### config.mk
export PLATFORM = sky130hd
export DESIGN_NAME = gray_conv_arbiter_flat
export DESIGN_NICKNAME = d
export VERILOG_FILES = /design/src/rtl/gray_conv_arbiter_if.sv /design/src/rtl/gray_conv_arbiter.sv /design/src/flat_wrapper.sv
export SDC_FILE = /design/constraint.sdc
export NUM_CORES = 1
export LEC_CHECK = 0
export ABC_AREA = 1
export BUFFER_PORTS_ARGS = -buffer_cell sky130_fd_sc_hd__buf_2
export CAP_MARGIN = 30
export CORE_MARGIN = 4
export CORE_UTILIZATION = 45
export DETAILED_ROUTE_END_ITERATION = 6
export PLACE_DENSITY_LB_ADDON = 0.2
export SETUP_SLACK_MARGIN = 0.15
export SLEW_MARGIN = 20
export SYNTH_ARGS = -nofsm -noshare
export SYNTH_HDL_FRONTEND = slang
export SYNTH_SLANG_ARGS = --single-unit
### constraint.sdc
create_clock -name clk -period 1.85 [get_ports clk]
set_clock_uncertainty 0.05 [all_clocks]
set_input_delay 0.0925 -clock clk [delete_from_list [all_inputs] [get_ports clk]]
set_output_delay 0.0925 -clock clk [all_outputs]
set_load 0.1 [all_outputs]
### src/rtl/gray_conv_arbiter_if.sv
// gray_conv_arbiter_if
//
// Bundles the requester side and the result side of the shared
// binary-to-Gray converter.
//
//   req_valid [N_REQ]        : requester i has a word pending
//   req_data  [N_REQ*WIDTH]  : requester i's word at [i*WIDTH +: WIDTH]
//   req_ready [N_REQ]        : one-hot (or zero) accept strobe
//   out_valid                : out_gray/out_id hold a result
//   out_gray  [WIDTH]        : registered Gray code of the accepted word
//   out_id    [ID_W]         : requester that produced out_gray
//   out_ready                : consumer takes the result
//
// master : the requesters plus the consumer (drives valid/data/out_ready)
// slave  : the arbiter itself
interface gray_conv_arbiter_if #(
  parameter int N_REQ = 4,
  parameter int WIDTH = 4
);
  localparam int ID_W = $clog2(N_REQ);

  logic [N_REQ-1:0]       req_valid;
  logic [N_REQ*WIDTH-1:0] req_data;
  logic [N_REQ-1:0]       req_ready;
  logic                   out_valid;
  logic [WIDTH-1:0]       out_gray;
  logic [ID_W-1:0]        out_id;
  logic                   out_ready;

  modport master (
    output req_valid, req_data, out_ready,
    input  req_ready, out_valid, out_gray, out_id
  );

  modport slave (
    input  req_valid, req_data, out_ready,
    output req_ready, out_valid, out_gray, out_id
  );
endinterface

### src/rtl/gray_conv_arbiter.sv
// gray_conv_arbiter
//
// Round-robin arbiter that shares one binary-to-Gray converter among N_REQ
// requesters. In IDLE the first valid requester at or after the round-robin
// pointer is accepted combinationally; its word is converted and registered,
// and the block sits in BUSY presenting the result until the consumer takes
// it. The pointer then moves to the slot after the one just served.
//
// Ports:
//   clk : rising-edge clock
//   rst : synchronous active-high reset
//   bus : gray_conv_arbiter_if slave modport (request and result handshakes)
module gray_conv_arbiter #(
  parameter int N_REQ = 4,
  parameter int WIDTH = 4
) (
  input  logic               clk,
  input  logic               rst,
  gray_conv_arbiter_if.slave bus
);
  localparam int ID_W = $clog2(N_REQ);

  typedef enum logic {
    IDLE = 1'b0,
    BUSY = 1'b1
  } state_t;

  state_t            state_reg, state_next;
  logic [ID_W-1:0]   ptr_reg, ptr_next;
  logic              out_valid_reg, out_valid_next;
  logic [WIDTH-1:0]  out_gray_reg, out_gray_next;
  logic [ID_W-1:0]   out_id_reg, out_id_next;

  logic [WIDTH-1:0]  req_word [N_REQ];
  logic              grant_found;
  logic [ID_W-1:0]   grant_id;
  logic [ID_W-1:0]   cand_id;
  int                cand;
  logic [WIDTH-1:0]  grant_word;
  logic [WIDTH-1:0]  grant_gray;
  logic              grant_en;
  logic [N_REQ-1:0]  ready_vec;
  logic [ID_W-1:0]   ptr_after;

  // Unpack the flat data bus into one word per requester.
  generate
    for (genvar gi = 0; gi < N_REQ; gi++) begin : g_unpack
      assign req_word[gi] = bus.req_data[gi*WIDTH +: WIDTH];
    end
  endgenerate

  // Priority search starting at ptr, wrapping modulo N_REQ. Only the first
  // hit is kept, so later candidates never override an earlier one.
  always_comb begin
    grant_found = 1'b0;
    grant_id    = '0;
    cand        = 0;
    cand_id     = '0;
    for (int k = 0; k < N_REQ; k++) begin
      cand = int'(ptr_reg) + k;
      if (cand >= N_REQ) begin
        cand = cand - N_REQ;
      end
      cand_id = cand[ID_W-1:0];
      if (!grant_found && bus.req_valid[cand_id]) begin
        grant_found = 1'b1;
        grant_id    = cand_id;
      end
    end
  end

  assign grant_word = req_word[grant_id];

  // Gray conversion: MSB passes through, every lower bit is the XOR of
  // itself with its upper neighbour.
  assign grant_gray[WIDTH-1] = grant_word[WIDTH-1];
  generate
    for (genvar gi = 0; gi < WIDTH - 1; gi++) begin : g_gray
      assign grant_gray[gi] = grant_word[gi+1] ^ grant_word[gi];
    end
  endgenerate

  // Accept strobe: only in IDLE, never while reset is asserted.
  assign grant_en = (state_reg == IDLE) && grant_found && !rst;

  generate
    for (genvar gi = 0; gi < N_REQ; gi++) begin : g_ready
      assign ready_vec[gi] = grant_en && (grant_id == ID_W'(gi));
    end
  endgenerate

  assign bus.req_ready = ready_vec;

  // Slot after the one just served; N_REQ need not be a power of two, so
  // the wrap is explicit rather than relying on counter overflow.
  assign ptr_after = (out_id_reg == ID_W'(N_REQ - 1)) ? '0 : out_id_reg + ID_W'(1);

  always_ff @(posedge clk) begin
    if (rst) begin
      state_reg     <= IDLE;
      ptr_reg       <= '0;
      out_valid_reg <= 1'b0;
      out_gray_reg  <= '0;
      out_id_reg    <= '0;
    end else begin
      state_reg     <= state_next;
      ptr_reg       <= ptr_next;
      out_valid_reg <= out_valid_next;
      out_gray_reg  <= out_gray_next;
      out_id_reg    <= out_id_next;
    end
  end

  always_comb begin
    state_next     = state_reg;
    ptr_next       = ptr_reg;
    out_valid_next = out_valid_reg;
    out_gray_next  = out_gray_reg;
    out_id_next    = out_id_reg;
    case (state_reg)
      IDLE: begin
        if (grant_found) begin
          out_gray_next  = grant_gray;
          out_id_next    = grant_id;
          out_valid_next = 1'b1;
          state_next     = BUSY;
        end
      end
      BUSY: begin
        // Result and ID stay put until the consumer takes them.
        if (bus.out_ready) begin
          out_valid_next = 1'b0;
          ptr_next       = ptr_after;
          state_next     = IDLE;
        end
      end
      default: begin
        state_next = IDLE;
      end
    endcase
  end

  assign bus.out_valid = out_valid_reg;
  assign bus.out_gray  = out_gray_reg;
  assign bus.out_id    = out_id_reg;

endmodule

### src/flat_wrapper.sv
// flat-port wrapper written by rule: the top's interface ports become plain ports
module gray_conv_arbiter_flat 
#(
  parameter int N_REQ = 4,
  parameter int WIDTH = 4
)
  (clk, rst, bus_req_valid, bus_req_data, bus_out_ready, bus_req_ready, bus_out_valid, bus_out_gray, bus_out_id);
  gray_conv_arbiter_if #(.N_REQ(N_REQ), .WIDTH(WIDTH)) bus_i ();
  input  logic clk;
  input  logic rst;
  input wire logic [$bits(bus_i.req_valid)-1:0] bus_req_valid;
  input wire logic [$bits(bus_i.req_data)-1:0] bus_req_data;
  input wire logic [$bits(bus_i.out_ready)-1:0] bus_out_ready;
  output wire logic [$bits(bus_i.req_ready)-1:0] bus_req_ready;
  output wire logic [$bits(bus_i.out_valid)-1:0] bus_out_valid;
  output wire logic [$bits(bus_i.out_gray)-1:0] bus_out_gray;
  output wire logic [$bits(bus_i.out_id)-1:0] bus_out_id;
  assign bus_i.req_valid = bus_req_valid;
  assign bus_i.req_data = bus_req_data;
  assign bus_i.out_ready = bus_out_ready;
  assign bus_req_ready = bus_i.req_ready;
  assign bus_out_valid = bus_i.out_valid;
  assign bus_out_gray = bus_i.out_gray;
  assign bus_out_id = bus_i.out_id;
  gray_conv_arbiter #(.N_REQ(N_REQ), .WIDTH(WIDTH)) u_core (.clk(clk), .rst(rst), .bus(bus_i));
endmodule
**Word-level counts from Yosys, hierarchy flattened**

Index checks and enable logic that the tools add are counted.
Widths: inputs -> output; s select.

- Multiplexer cells: 30
- Equality and inequality tests: 6
- Bitwise logic cells: 5
- Reduce and logical (&&, ||, !) cells: 17
- Add/subtract/negate cells: 8
- Magnitude comparators: 9

Operators by type and width:

| cell | count |
|---|---|
| $mux 2 | 9 |
| $ge 3x3->1 const B | 4 |
| $lt 2x3->1 const B | 4 |
| $mux 1 | 12 |
| $logic_and 1x1->1 | 9 |
| $bmux 1 s2 | 4 |
| $bmux 4 s2 | 1 |
| $mux 4 | 2 |
| $sub 2x1->2 const B | 4 |
| $add 2x2->3 const B | 2 |
| $eq 2x2->1 const B | 3 |
| $reduce_and 2->1 | 3 |
| $logic_not 1->1 | 4 |
| $pmux 1 s2 | 2 |
| $add 2x1->3 const B | 1 |
| $ge 2x3->1 const B | 1 |
| $not 2->3 | 1 |
| $xor 1x1->1 | 3 |
| $add 2x1->2 const B | 1 |
| $eq 2x1->1 const B | 1 |
| $logic_not 2->1 | 1 |
| $ne 2x1->1 const B | 1 |
| $ne 2x2->1 const B | 1 |
| $not 1->1 | 1 |

- Bits in registers: 10
- Word-level logic and storage cells: 80
- Input bits: 23
- Output and inout port bits: 11

**Longest topological paths before layout**

Gate-level depths: netlist of the first run.

- Depth after elaboration: 19
- Mapped depth: 19
- Depth with buffers taken out: 18

**Worst setup path after synthesis of the first run**

No wires, ideal clock.

- Kind: register -> output
- Start point: register u_core.ptr_reg[0]
- End point: output bus_req_ready[1]
- Path slack: -1.608 ns
- Cell stages (with the launch flop): 11
- Data required time: 1.707 ns
- Path buffers: 2
- Data arrival time: 3.315 ns
- Cells stage by stage: dfxtp_1 buf_6 nand2_2 nand3_2 nand2_2 nor2_8 nand3_4 nand2_4 nand2_4 buf_6 nor3_1

- Longest elaborated chain between the ends: 17
- Elaborated cells on any way between the ends: 41
- Classes of those cells: add/sub (7); order compare (4); eq/ne (1); mux (20); reduce/logical (9)

RTL lines:

| what | RTL line | text |
|---|---|---|
| start, declared | gray_conv_arbiter.sv:29 | `logic [ID_W-1:0] ptr_reg, ptr_next;` |
| start signal, assigned | gray_conv_arbiter.sv:107 | `ptr_reg <= ptr_next;` |
| parallel branches: the longest is 16 deep, another holds $add 2x1->3 | n/a |  |
| $logic_and 1x1->1 * | gray_conv_arbiter.sv:88 | `assign ready_vec[gi] = grant_en && (grant_id == ID_W'(gi));` |
| end, declared | flat_wrapper.sv:14 | `output wire logic [$bits(bus_i.req_ready)-1:0] bus_req_ready;` |

Mark *: on every way between the ends. The select of a mux whose other input is x is not followed.

**Final worst setup path of the first run**

- Start point: register u_core.ptr_reg[0]
- End point: output bus_req_ready[2]

Same word-level chain as after synthesis.

==> summary.md, run 1 <==
| Metric | Value |
|---|---|
| Result of the run | complete, but fails checks |
| Violated checks | negative setup slack |
| Die Height | 55.3 um |
| PwrDens | 1080 mW/mm2 |
| Post-detailed-route count of antenna-violating nets | 0 |
| Filler cell count | 63 |
| Clock insertion delay at the later pin of the skew report | 260 ps |
| Per-cell via count in the routed design | 5.74 |
| Count of yosys warnings during synthesis | 0 |
| Setup Viol. Count Final | 8 |
| Number of nets in the final layout | 259 |
| Minimum clock period | 2340 ps |
| Cell area reported after detailed placement | 0.00148 mm2 |
| Critical Path End Type | output pin |
| Area of the core | 0.00204 mm2 |
| Worst Setup Start Kind | flop |
| Starting DRC count in detailed routing | 94 |
| Root cell of the clock tree | sky130_fd_sc_hd__clkbuf_4 |
| Floorplan die area | 0.00306 mm2 |
| Final design area excluding fillers | 0.00194 mm2 |
| Final weighted congestion in routability-driven placement | 0.802 |
| Required time at the worst-slack endpoint | 1710 ps |
| Fin crit share | 1.27 |
| Max Buffers Root-to-Sink | 2 |
| TritonCTS clock tree | built |
| Number of violations of the max-capacitance limit | 0 |
| Worst slew margin | 0.677 |
| Seq cells post-synth | 10 |
| H-tree levels | 1 |
| Total nets after synthesis | 189 |
| Fraction of layout cells with a size suffix above 1 | 0.622 |
| Count of distinct cell types in the synthesized netlist | 27 |
| Grt ovf | 0 |
| Number of top-level pins | 34 |
| Average wire per cell in the routed design | 19.7 um |
| Cell taking the most area after synthesis | sky130_fd_sc_hd__nand2_1 |
| Initial Util | 0.494 |
| Num CTS Buffers | 3 |
| Flip-flop count of the largest register after layout | 4 |
| Post-synthesis cell count | 165 |
| Die boundary width | 55.3 um |
| N_diodes | 0 |
| FP Rows | 16 |
| Highest ir drop seen on vdd | 1.21 mV |
| Data arrival time of the critical path | 2200 ps |
| Post-route core utilization | 0.948 |
| Proportion of netlist area held by the largest area contributor | 0.220 |
| Category of the most critical setup path | reg -> out |
| Highest achievable clock rate | 0.427 GHz |
| 1st-pass router iterations | 5 |
| Detailed-route wire length | 5130 um |
| Setup repair after global routing missed its margin | true |
| Wire length of the first global-routing pass | 4870 um |
| Pin count of the biggest net entering global routing | 12 |
| IO buf count | 33 |
| Clock transition at the registers of the reported paths | 60 ps |
| Final-report hold violation count | 0 |
| Reg-to-reg slack, setup | -480 ps |
| Synthesized area per cell | 6.11 um2 |
| Number of global-route vias before repair | 1175 |
| Footprint of the multi-input gates | 972 um2 |
| Tightest Pin Transition | 487 ps |
| Sequential cell area | 208 um2 |
| GR Util All Layers | 0.189 |
| Synth area leaders | sky130_fd_sc_hd__nand2_1 22%, sky130_fd_sc_hd__dfxtp_1 20%, sky130_fd_sc_hd__nand2_2 11% |
| Worst-path maximum fanout | 9 |
| Number of vias in the routed layout | 1493 |
| Sequential share of the synthesized area | 0.199 |
| HP Class | in -> reg |
| Reported leakage power | 1.05 nW |
| Final critical-path setup slack | -492 ps |
| CTS sink cnt | 10 |
| Detailed Place HPWL | 2170 um |
| Drc violations | 0 |
| Number of pins exceeding their max-slew limit in the final report | 0 |
| Number of antenna violations at the first check in global routing | 0 |
| Post-synth design cell area | 0.00101 mm2 |
| Relative area change from synthesis to final layout | 91.9% |
==> layout make-up <==
class | count | area share
tap | 27 | 0.0175
multi-input combinational | 126 | 0.502
inverter | 26 | 0.0633
clock buffer | 3 | 0.0116
sequential | 10 | 0.107
timing repair buffer | 68 | 0.298
==> cell usage after synthesis (all sizes together) <==
| cell | instances |
|---|---|
| a21oi | 3 |
| nand4 | 1 |
| inv | 24 |
| clkinv | 2 |
| nor3 | 4 |
| nand3b | 4 |
| ha | 1 |
| buf | 3 |
| nor2 | 8 |
| nand2 | 82 |
| o21ai | 5 |
| a31oi | 1 |
| o211ai | 1 |
| dfxtp | 10 |
| o32ai | 1 |
| o21bai | 1 |
| nand3 | 14 |
==> routing by layer <==
layer	up-vias	track usage	share of wire
met5	-	0	0
met4	0	0.0938	0.060
met3	34	0.0163	0.086
met2	114	0.336	0.50
met1	687	0.223	0.36
li1	658	-	-
==> power by group <==
| part | leakage, nW | switching [W] | internal (W) |
|---|---|---|---|
| Sequential | 0.0845 | 0.0000385 | 0.000259 |
| Combinational | 0.950 | 0.00107 | 0.000588 |
| Clock | 0.0138 | 0.0000706 | 0.0000750 |
| Total | 1.05 | 0.00118 | 0.000922 |
==> placed cells by master, fill, tap and decap left out, types with 2 or more instances in the layout <==
| cell | instances |
|---|---|
| sky130_fd_sc_hd__buf_4 | 23 |
| sky130_fd_sc_hd__dfxtp_1 | 8 |
| sky130_fd_sc_hd__inv_8 | 2 |
| sky130_fd_sc_hd__inv_1 | 16 |
| sky130_fd_sc_hd__nand2_8 | 3 |
| sky130_fd_sc_hd__nand3_2 | 5 |
| sky130_fd_sc_hd__nand2_1 | 39 |
| sky130_fd_sc_hd__o21ai_0 | 3 |
| sky130_fd_sc_hd__buf_12 | 7 |
| sky130_fd_sc_hd__clkbuf_4 | 3 |
| sky130_fd_sc_hd__buf_2 | 29 |
| sky130_fd_sc_hd__nor3_4 | 4 |
| sky130_fd_sc_hd__inv_2 | 4 |
| sky130_fd_sc_hd__nor2_2 | 2 |
| sky130_fd_sc_hd__buf_6 | 7 |
| sky130_fd_sc_hd__nand3_1 | 6 |
| sky130_fd_sc_hd__nand3_4 | 3 |
| sky130_fd_sc_hd__nand3b_1 | 4 |
| sky130_fd_sc_hd__nand2_4 | 22 |
| sky130_fd_sc_hd__nand2_2 | 18 |
| sky130_fd_sc_hd__dfxtp_4 | 2 |
| sky130_fd_sc_hd__a21oi_2 | 2 |
| sky130_fd_sc_hd__nor2_1 | 5 |
==> path summary, 6_finish.rpt <==
kind / start / endpoint / cells after the start
max reg2reg: u_core.ptr_reg[0]$_SDFFE_PP0P_ / u_core.bus.out_gray[0]$_SDFFE_PP0P_ / 19
min reg2reg: u_core.bus.out_valid$_SDFFE_PP0P_ / u_core.bus.out_valid$_SDFFE_PP0P_ / 2
max: u_core.ptr_reg[0]$_SDFFE_PP0P_ / bus_req_ready[2] / 12
min: bus_out_ready / u_core.bus.out_valid$_SDFFE_PP0P_ / 4
==> critical path, stage by stage (launching register included) <==
cell and delay, ps:
sky130_fd_sc_hd__dfxtp_4 400, sky130_fd_sc_hd__inv_6 70, sky130_fd_sc_hd__nand2_1 130, sky130_fd_sc_hd__nand2_4 80, sky130_fd_sc_hd__nand2_4 80, sky130_fd_sc_hd__nand2_4 60
sky130_fd_sc_hd__nor2_8 150, sky130_fd_sc_hd__nand3_4 110, sky130_fd_sc_hd__nand3_2 100, sky130_fd_sc_hd__nand2_4 120, sky130_fd_sc_hd__buf_12 170, sky130_fd_sc_hd__nor3_4 250
sky130_fd_sc_hd__buf_12 210
==> through the flow <==
stage	total power, W	hold slack [ps]	TNS [ps]	std cells	setup WS [ps]
floorplan	0.00118	276	-1100	165	-291
global placement	0.00146	385	-116	237	-76.8
detailed placement	0.00148	402	-607	237	-166
CTS	0.00174	140	-2060	250	-309
global route	0.00218	226	-4550	260	-614
finish	0.00210	185	-3640	260	-492
==> logic make-up after synthesis <==
logic type               Yosys count  share of synthesized area
AO/OA/AOI/OAI                     12                     0.0769
flip-flops                        10                      0.199
buffers and inverters             29                      0.124
AND/OR/NAND/NOR                  113                      0.588
adder cells (fa/ha/maj)            1                     0.0124
==> what timing repair did <==
action,4_1_cts,5_1_grt
setup endpoints to repair,10,11
gates cloned,0,1
hold buffers,0,0
resized for setup,11,56
pin swaps,6,32
buffers inserted,10,9
Note: power is estimated with default switching activity, not from simulation.
==> run 2, diff against run 1 <==
==> constraint.sdc (replaced) <==
create_clock -name clk -period 1.85 [get_ports clk]
set_clock_uncertainty 0.05 [all_clocks]
set_input_delay 0.2775 -clock clk [delete_from_list [all_inputs] [get_ports clk]]
set_output_delay 0.2775 -clock clk [all_outputs]
set_load 0.1 [all_outputs]
==> run 2 against run 1 <==
Effect of this change:
- highest routed layer unchanged
- non-clock buffer count is 4 lower
- the run still ends with negative setup slack left
- clock power is 34% higher
- critical path depth is 2 lower
- combinational power is 13% lower
- worst setup slack worse by 27 ps
- largest cell class unchanged
- final cell count is 1.2% lower
- design area is 8.5% lower
- die area stayed put
- register-to-register slack better by 40 ps
==> summary.md, run 2 (synthesis results as in run 1) <==
| Metric | Value |
|---|---|
| Number of antenna violations at the first check in global routing | 0 (unchanged) |
| Grt ovf | 0 (unchanged) |
| Detailed Place HPWL | 2200 um (was 2170 um) |
| Data arrival time of the critical path | 2040 ps (was 2200 ps) |
| Worst-path maximum fanout | 6 (was 9) |
| TritonCTS clock tree | built (unchanged) |
| Starting DRC count in detailed routing | 49 (was 94) |
| Setup Viol. Count Final | 9 (was 8) |
| CTS sink cnt | 10 (unchanged) |
| Root cell of the clock tree | sky130_fd_sc_hd__clkbuf_4 (unchanged) |
| Final design area excluding fillers | 0.00177 mm2 (was 0.00194 mm2) |
| GR Util All Layers | 0.178 (was 0.189) |
| Number of top-level pins | 34 (unchanged) |
| Final critical-path setup slack | -519 ps (was -492 ps) |
| Die boundary width | 55.3 um (unchanged) |
| Final weighted congestion in routability-driven placement | 0.843 (was 0.802) |
| Required time at the worst-slack endpoint | 1520 ps (was 1710 ps) |
| Detailed-route wire length | 3480 um (was 5130 um) |
| HP Class | in -> reg (unchanged) |
| Post-detailed-route count of antenna-violating nets | 0 (unchanged) |
| Relative area change from synthesis to final layout | 75.6% (was 91.9%) |
| Per-cell via count in the routed design | 4.94 (was 5.74) |
| Hold-fix buffer count after cts | 0 (unchanged) |
| Number of violations of the max-capacitance limit | 0 (unchanged) |
| 1st-pass router iterations | 4 (was 5) |
| Number of global-route vias before repair | 1110 (was 1175) |
| Number of nets in the final layout | 255 (was 259) |
| Area of the core | 0.00204 mm2 (unchanged) |
| Fraction of layout cells with a size suffix above 1 | 0.604 (was 0.622) |
| Pin count of the biggest net entering global routing | 12 (unchanged) |
| PwrDens | 1090 mW/mm2 (was 1080 mW/mm2) |
| Fin Hold WS | 300 ps (was 185 ps) |
| Number of vias in the routed layout | 1270 (was 1493) |
| Design internal power | 0.000896 W (was 0.000922 W) |
| Switching component of the power | 0.00104 W (was 0.00118 W) |
| Result of the run | complete, but fails checks (unchanged) |
| Wire length of the first global-routing pass | 4550 um (was 4870 um) |
| Reported leakage power | 0.975 nW (was 1.05 nW) |
| Violated checks | negative setup slack (unchanged) |
| Cell area reported after detailed placement | 0.00146 mm2 (was 0.00148 mm2) |
| Die Height | 55.3 um (unchanged) |
| H-tree levels | 1 (unchanged) |
| Share of total power in combinational logic | 0.748 (was 0.789) |
| Max Buffers Root-to-Sink | 2 (unchanged) |
| Sum of internal, switching and leakage power | 0.00194 W (was 0.00210 W) |
| Post-placement setup slack | -174 ps (was -166 ps) |
| Post-route core utilization | 0.867 (was 0.948) |
| Fin crit share | 1.28 (was 1.27) |
| Initial Util | 0.494 (unchanged) |
| Num CTS Buffers | 3 (unchanged) |
| Final-report hold violation count | 0 (unchanged) |
| Share of total power in the clock network | 0.101 (was 0.069) |
| Worst slew margin | 0.674 (was 0.677) |
| Commonest cells after routing, fill and taps aside | 42 x sky130_fd_sc_hd__nand2_1, 29 x sky130_fd_sc_hd__buf_2, 27 x sky130_fd_sc_hd__nand2_2 (was 39 x sky130_fd_sc_hd__nand2_1, 29 x sky130_fd_sc_hd__buf_2, 23 x sky130_fd_sc_hd__buf_4) |
| Critical Path End Type | output pin (unchanged) |
| Average wire per cell in the routed design | 13.6 um (was 19.7 um) |
| Clock insertion delay at the later pin of the skew report | 270 ps (was 260 ps) |
| Most common library cell in the layout ignoring fill and taps | sky130_fd_sc_hd__nand2_1 (unchanged) |
| Minimum clock period | 2370 ps (was 2340 ps) |
| Part of the power in registers | 0.150 (was 0.142) |
| IO buf count | 33 (unchanged) |
| Highest achievable clock rate | 0.422 GHz (was 0.427 GHz) |
| N_diodes | 0 (unchanged) |
| Number of pins exceeding their max-slew limit in the final report | 0 (unchanged) |
| Worst Setup Start Kind | flop (unchanged) |
| Drc violations | 0 (unchanged) |
| Flip-flop count of the largest register after layout | 4 (unchanged) |
| Setup repair after global routing missed its margin | true (unchanged) |
| Floorplan die area | 0.00306 mm2 (unchanged) |
| Tightest Pin Transition | 492 ps (was 487 ps) |
| Net Sw Frac | 0.537 (was 0.561) |
| Highest ir drop seen on vdd | 1.08 mV (was 1.21 mV) |
| FP Rows | 16 (unchanged) |
| Category of the most critical setup path | reg -> out (unchanged) |
| Clock transition at the registers of the reported paths | 60 ps (about the same) |
## run 2: cell type report
type / count / area (um2)
clock buffers: 4 / 36.3
fillers: 101 / 272
inverters: 26 / 106
multi-input cells: 126 / 856
flip-flops and latches: 10 / 208
well taps: 27 / 33.8
repair buffers: 64 / 531
## run 2: what timing repair did
item,CTS,global route
endpoints found under the hold margin,0,0
gates cloned,0,1
endpoints found under the setup margin,8,11
setup buffers,0,14
gates resized for setup,4,37
pin swaps,3,36
## run 2: path summary, 6_finish.rpt
path | startpoint | endpoint | slack (ps) | depth (start not counted)
hold reg to reg | u_core.bus.out_valid$_SDFFE_PP0P_ | u_core.bus.out_valid$_SDFFE_PP0P_ | 450 | 2
hold / removal | bus_out_ready | u_core.ptr_reg[1]$_SDFFE_PP0P_ | 300 | 5
setup reg to reg | u_core.ptr_reg[0]$_SDFFE_PP0P_ | u_core.bus.out_gray[1]$_SDFFE_PP0P_ | -440 | 21
setup / recovery | u_core.ptr_reg[0]$_SDFFE_PP0P_ | bus_req_ready[1] | -520 | 10
## run 2: critical path, cell delays in order, from the launching register on
cell,delay (ps)
sky130_fd_sc_hd__dfxtp_4,370
sky130_fd_sc_hd__buf_12,140
sky130_fd_sc_hd__nand2_4,50
sky130_fd_sc_hd__nand2_4,80
sky130_fd_sc_hd__buf_4,140
sky130_fd_sc_hd__a31oi_1,240
sky130_fd_sc_hd__nand3_2,120
sky130_fd_sc_hd__nand2_4,120
sky130_fd_sc_hd__inv_4,70
sky130_fd_sc_hd__nor3_4,230
sky130_fd_sc_hd__buf_12,200
## run 2: through the flow
step / instances / TNS, ps
final: 257 / -3450
after CTS: 242 / -2240
after global routing: 257 / -4460
after detailed placement: 238 / -1120
after global placement: 238 / -787
after floorplan: 165 / -1840
## run 2: power by group through the flow
stage	Combinational (W)	Clock (W)	Sequential (W)
6_report	0.00145	0.000196	0.000291
5_1_grt	0.00154	0.000212	0.000296
4_1_cts	0.00118	0.000204	0.000286
3_5_place_dp	0.00117	0	0.000290
3_3_place_gp	0.00115	0	0.000288
2_1_floorplan	0.000636	0	0.000545
## run 2: metal layers
metal	track usage	vias up	part of all wire
met5	0	-	0
met1	0.203	577	0.42
met4	0.0521	0	0.021
met3	0.0233	9	0.052
met2	0.338	41	0.51
li1	-	643	-
==> run 3, diff against run 2 <==
--- a/config.mk
+++ b/config.mk
@@ -17,3 +17,4 @@
 export SYNTH_ARGS = -nofsm -noshare
 export SYNTH_HDL_FRONTEND = slang
 export SYNTH_SLANG_ARGS = --single-unit
+export TNS_END_PERCENT = 20
==> run 3 against run 2 <==
Effect of this change:
- final cell count is 3.9% lower
- global-route usage is 1.8 points higher
- first-iteration DRC count is 37% lower
- core utilization is 8.6 points lower
- sequential cell count stayed put
- non-clock buffer count is 10 lower
- clock-buffer cell count stayed put
- sequential share of layout area is 1.3 points higher
- the run still ends with negative setup slack left
- wire length is 17% lower
- clock power hardly changed
- design area is 10% lower
==> summary.md, run 3 (synthesis results as in run 1) <==
| Metric | Value |
|---|---|
| Hold wc startpoint | bus_out_ready (unchanged) |
| Violated checks | negative setup slack (unchanged) |
| Average wire per cell in the routed design | 11.7 um (was 13.6 um) |
| Hold path cells | 4 (was 5) |
| Number of global-route vias before repair | 1150 (was 1110) |
| Die boundary width | 55.3 um (unchanged) |
| Number of nets in the final layout | 245 (was 255) |
| Per-cell via count in the routed design | 4.93 (was 4.94) |
| Initial Util | 0.494 (unchanged) |
| Clock insertion delay at the later pin of the skew report | 270 ps (about the same) |
| Result of the run | complete, but fails checks (unchanged) |
| Number of antenna violations at the first check in global routing | 0 (unchanged) |
| Highest cell delay on the worst timing path | 360 ps (was 370 ps) |
| Critical path's top delay family | simple AND/OR/NAND/NOR gates (unchanged) |
| Fin crit share | 1.24 (was 1.28) |
| Most common library cell in the layout ignoring fill and taps | sky130_fd_sc_hd__nand2_1 (unchanged) |
| WP buf/inv | 3 (was 4) |
| Origin of the critical flop-to-flop path | u_core.ptr_reg[0]$_SDFFE_PP0P_ (unchanged) |
| Wire length of the first global-routing pass | 5040 um (was 4550 um) |
| Final design area excluding fillers | 0.00159 mm2 (was 0.00177 mm2) |
| TritonCTS clock tree | built (unchanged) |
| Final-report hold violation count | 0 (unchanged) |
| Num CTS Buffers | 3 (unchanged) |
| GR Util All Layers | 0.196 (was 0.178) |
| Die Height | 55.3 um (unchanged) |
| Final critical-path setup slack | -444 ps (was -519 ps) |
| PwrDens | 1090 mW/mm2 (about the same) |
| Floorplan die area | 0.00306 mm2 (unchanged) |
| Cell area reported after detailed placement | 0.00146 mm2 (about the same) |
| Category of the most critical setup path | reg -> out (unchanged) |
| FP Rows | 16 (unchanged) |
| Share of total power in the clock network | 0.112 (was 0.101) |
| Worst slew margin | 0.673 (was 0.674) |
| CTS sink cnt | 10 (unchanged) |
| Clock transition at the registers of the reported paths | 70 ps (was 60 ps) |
| HP Class | in -> reg (unchanged) |
| Filler-free cell count of the finished design | 247 (was 257) |
| Post-detailed-route count of antenna-violating nets | 0 (unchanged) |
| Design internal power | 0.000777 W (was 0.000896 W) |
| IO buf count | 33 (unchanged) |
| Final weighted congestion in routability-driven placement | 0.841 (was 0.843) |
| Drc violations | 0 (unchanged) |
| Worst-path maximum fanout | 9 (was 6) |
| Critical Path End Type | output pin (unchanged) |
| Detailed Place HPWL | 2210 um (was 2200 um) |
| 1st-pass router iterations | 6 (was 4) |
| Commonest cells after routing, fill and taps aside | 50 x sky130_fd_sc_hd__nand2_1, 29 x sky130_fd_sc_hd__buf_2, 23 x sky130_fd_sc_hd__nand2_2 (was 42 x sky130_fd_sc_hd__nand2_1, 29 x sky130_fd_sc_hd__buf_2, 27 x sky130_fd_sc_hd__nand2_2) |
| Max Buffers Root-to-Sink | 2 (unchanged) |
| Destination of the worst hold path | u_core.bus.out_valid$_SDFFE_PP0P_ (was u_core.ptr_reg[1]$_SDFFE_PP0P_) |
| Grt ovf | 0 (unchanged) |
| Required time at the worst-slack endpoint | 1520 ps (about the same) |
| Pin count of the biggest net entering global routing | 12 (unchanged) |
| Root cell of the clock tree | sky130_fd_sc_hd__clkbuf_4 (unchanged) |
| Number of top-level pins | 34 (unchanged) |
| Fraction of layout cells with a size suffix above 1 | 0.532 (was 0.604) |
| Starting DRC count in detailed routing | 31 (was 49) |
| Net Sw Frac | 0.551 (was 0.537) |
| Reg-to-reg slack, setup | -250 ps (was -440 ps) |
| Reg-to-Reg End | u_core.bus.out_gray[1]$_SDFFE_PP0P_ (unchanged) |
| Setup Viol. Count Final | 8 (was 9) |
| Depth of the most critical reg-to-reg path | 17 (was 21) |
| Series of cell instances along the critical path | buf_12 -> nand2_1 -> nand2_2 -> nand2_2 -> nand2_4 -> nor2_8 -> nand4_1 -> nand2_4 -> inv_4 -> nor3_4 -> buf_12 (was buf_12 -> nand2_4 -> nand2_4 -> buf_4 -> a31oi_1 -> nand3_2 -> nand2_4 -> inv_4 -> nor3_4 -> buf_12) |
| Highest achievable clock rate | 0.436 GHz (was 0.422 GHz) |
| Detailed-route wire length | 2900 um (was 3480 um) |
| Minimum clock period | 2290 ps (was 2370 ps) |
| Reported leakage power | 0.885 nW (was 0.975 nW) |
| Number of vias in the routed layout | 1218 (was 1270) |
| Post-route core utilization | 0.781 (was 0.867) |
| Worst Setup Start Kind | flop (unchanged) |
| Number of pins exceeding their max-slew limit in the final report | 0 (unchanged) |
| Flip-flop count of the largest register after layout | 4 (unchanged) |
| Switching component of the power | 0.000953 W (was 0.00104 W) |
| N_diodes | 0 (unchanged) |
| Area of the core | 0.00204 mm2 (unchanged) |
| H-tree levels | 1 (unchanged) |
| Highest ir drop seen on vdd | 1.30 mV (was 1.08 mV) |
| Part of the power in registers | 0.166 (was 0.150) |
| Share of total power in combinational logic | 0.722 (was 0.748) |
| Cell with the largest stage delay on the worst path | sky130_fd_sc_hd__dfxtp_4 (unchanged) |
| Number of violations of the max-capacitance limit | 0 (unchanged) |
| Inst Count DP | 237 (was 238) |
| Relative area change from synthesis to final layout | 58.1% (was 75.6%) |
| Sum of internal, switching and leakage power | 0.00173 W (was 0.00194 W) |
| Data arrival time of the critical path | 1970 ps (was 2040 ps) |
| Setup repair after global routing missed its margin | true (unchanged) |
| Tightest Pin Transition | 493 ps (was 492 ps) |
-- run 3: final cells by class --
| cell class | count | area (um2) |
|---|---|---|
| clock buffer | 4 | 36.3 |
| fill | 159 | 448 |
| inverter | 26 | 110 |
| multi-input combinational | 126 | 798 |
| sequential | 10 | 208 |
| tap | 27 | 33.8 |
| timing repair buffer | 54 | 408 |
-- run 3: power by group through the flow --
stage          Clock (W)  Combinational (W)  Sequential, W
6_report        0.000194            0.00125       0.000287
5_1_grt         0.000211            0.00134       0.000293
4_1_cts         0.000198            0.00121       0.000287
3_5_place_dp           0            0.00117       0.000289
3_3_place_gp           0            0.00114       0.000288
2_1_floorplan          0           0.000624       0.000545
-- run 3: worst max-delay path by stage --
stage / startpoint / end / cells past startpoint
5_1_grt: u_core.ptr_reg[0]$_SDFFE_PP0P_ / bus_req_ready[1] / 11
4_1_cts: u_core.ptr_reg[0]$_SDFFE_PP0P_ / bus_req_ready[1] / 12
3_3_place_gp: u_core.ptr_reg[0]$_SDFFE_PP0P_ / bus_req_ready[0] / 11
2_1_floorplan: u_core.ptr_reg[0]$_SDFFE_PP0P_ / bus_req_ready[3] / 10
3_5_place_dp: u_core.ptr_reg[0]$_SDFFE_PP0P_ / bus_req_ready[0] / 11
6_report: u_core.ptr_reg[0]$_SDFFE_PP0P_ / bus_req_ready[1] / 11
-- run 3: worst min-delay path, cell delays in order --
cell,delay (ps)
sky130_fd_sc_hd__buf_2,70
sky130_fd_sc_hd__nand2_1,50
sky130_fd_sc_hd__nand2_1,120
sky130_fd_sc_hd__nor2_1,60
-- run 3: metal layers --
metal | up-vias | routed length [um] | track usage
met5 | - | 0 | 0
met4 | 0 | 81 | 0.0799
met3 | 11 | 138 | 0.0280
met2 | 33 | 1480 | 0.350
met1 | 548 | 1190 | 0.231
li1 | 626 | - | -
-- run 3: per-stage QoR --
step                      setup slack, ps  hold WS (ps)  TNS, ps
final                                -444           311    -2610
after CTS                            -440           302    -2400
after global placement               -125           405     -709
after detailed placement             -166           413    -1170
after global routing                 -562           330    -3660
after floorplan                      -481           404    -1880
-- run 3: repair_timing --
item,4_1_cts,5_1_grt
setup buffers,2,4
resized for setup,9,10
endpoints found under the setup margin,8,12
cloned,0,0
pin swaps,9,9
hold buffers,0,0
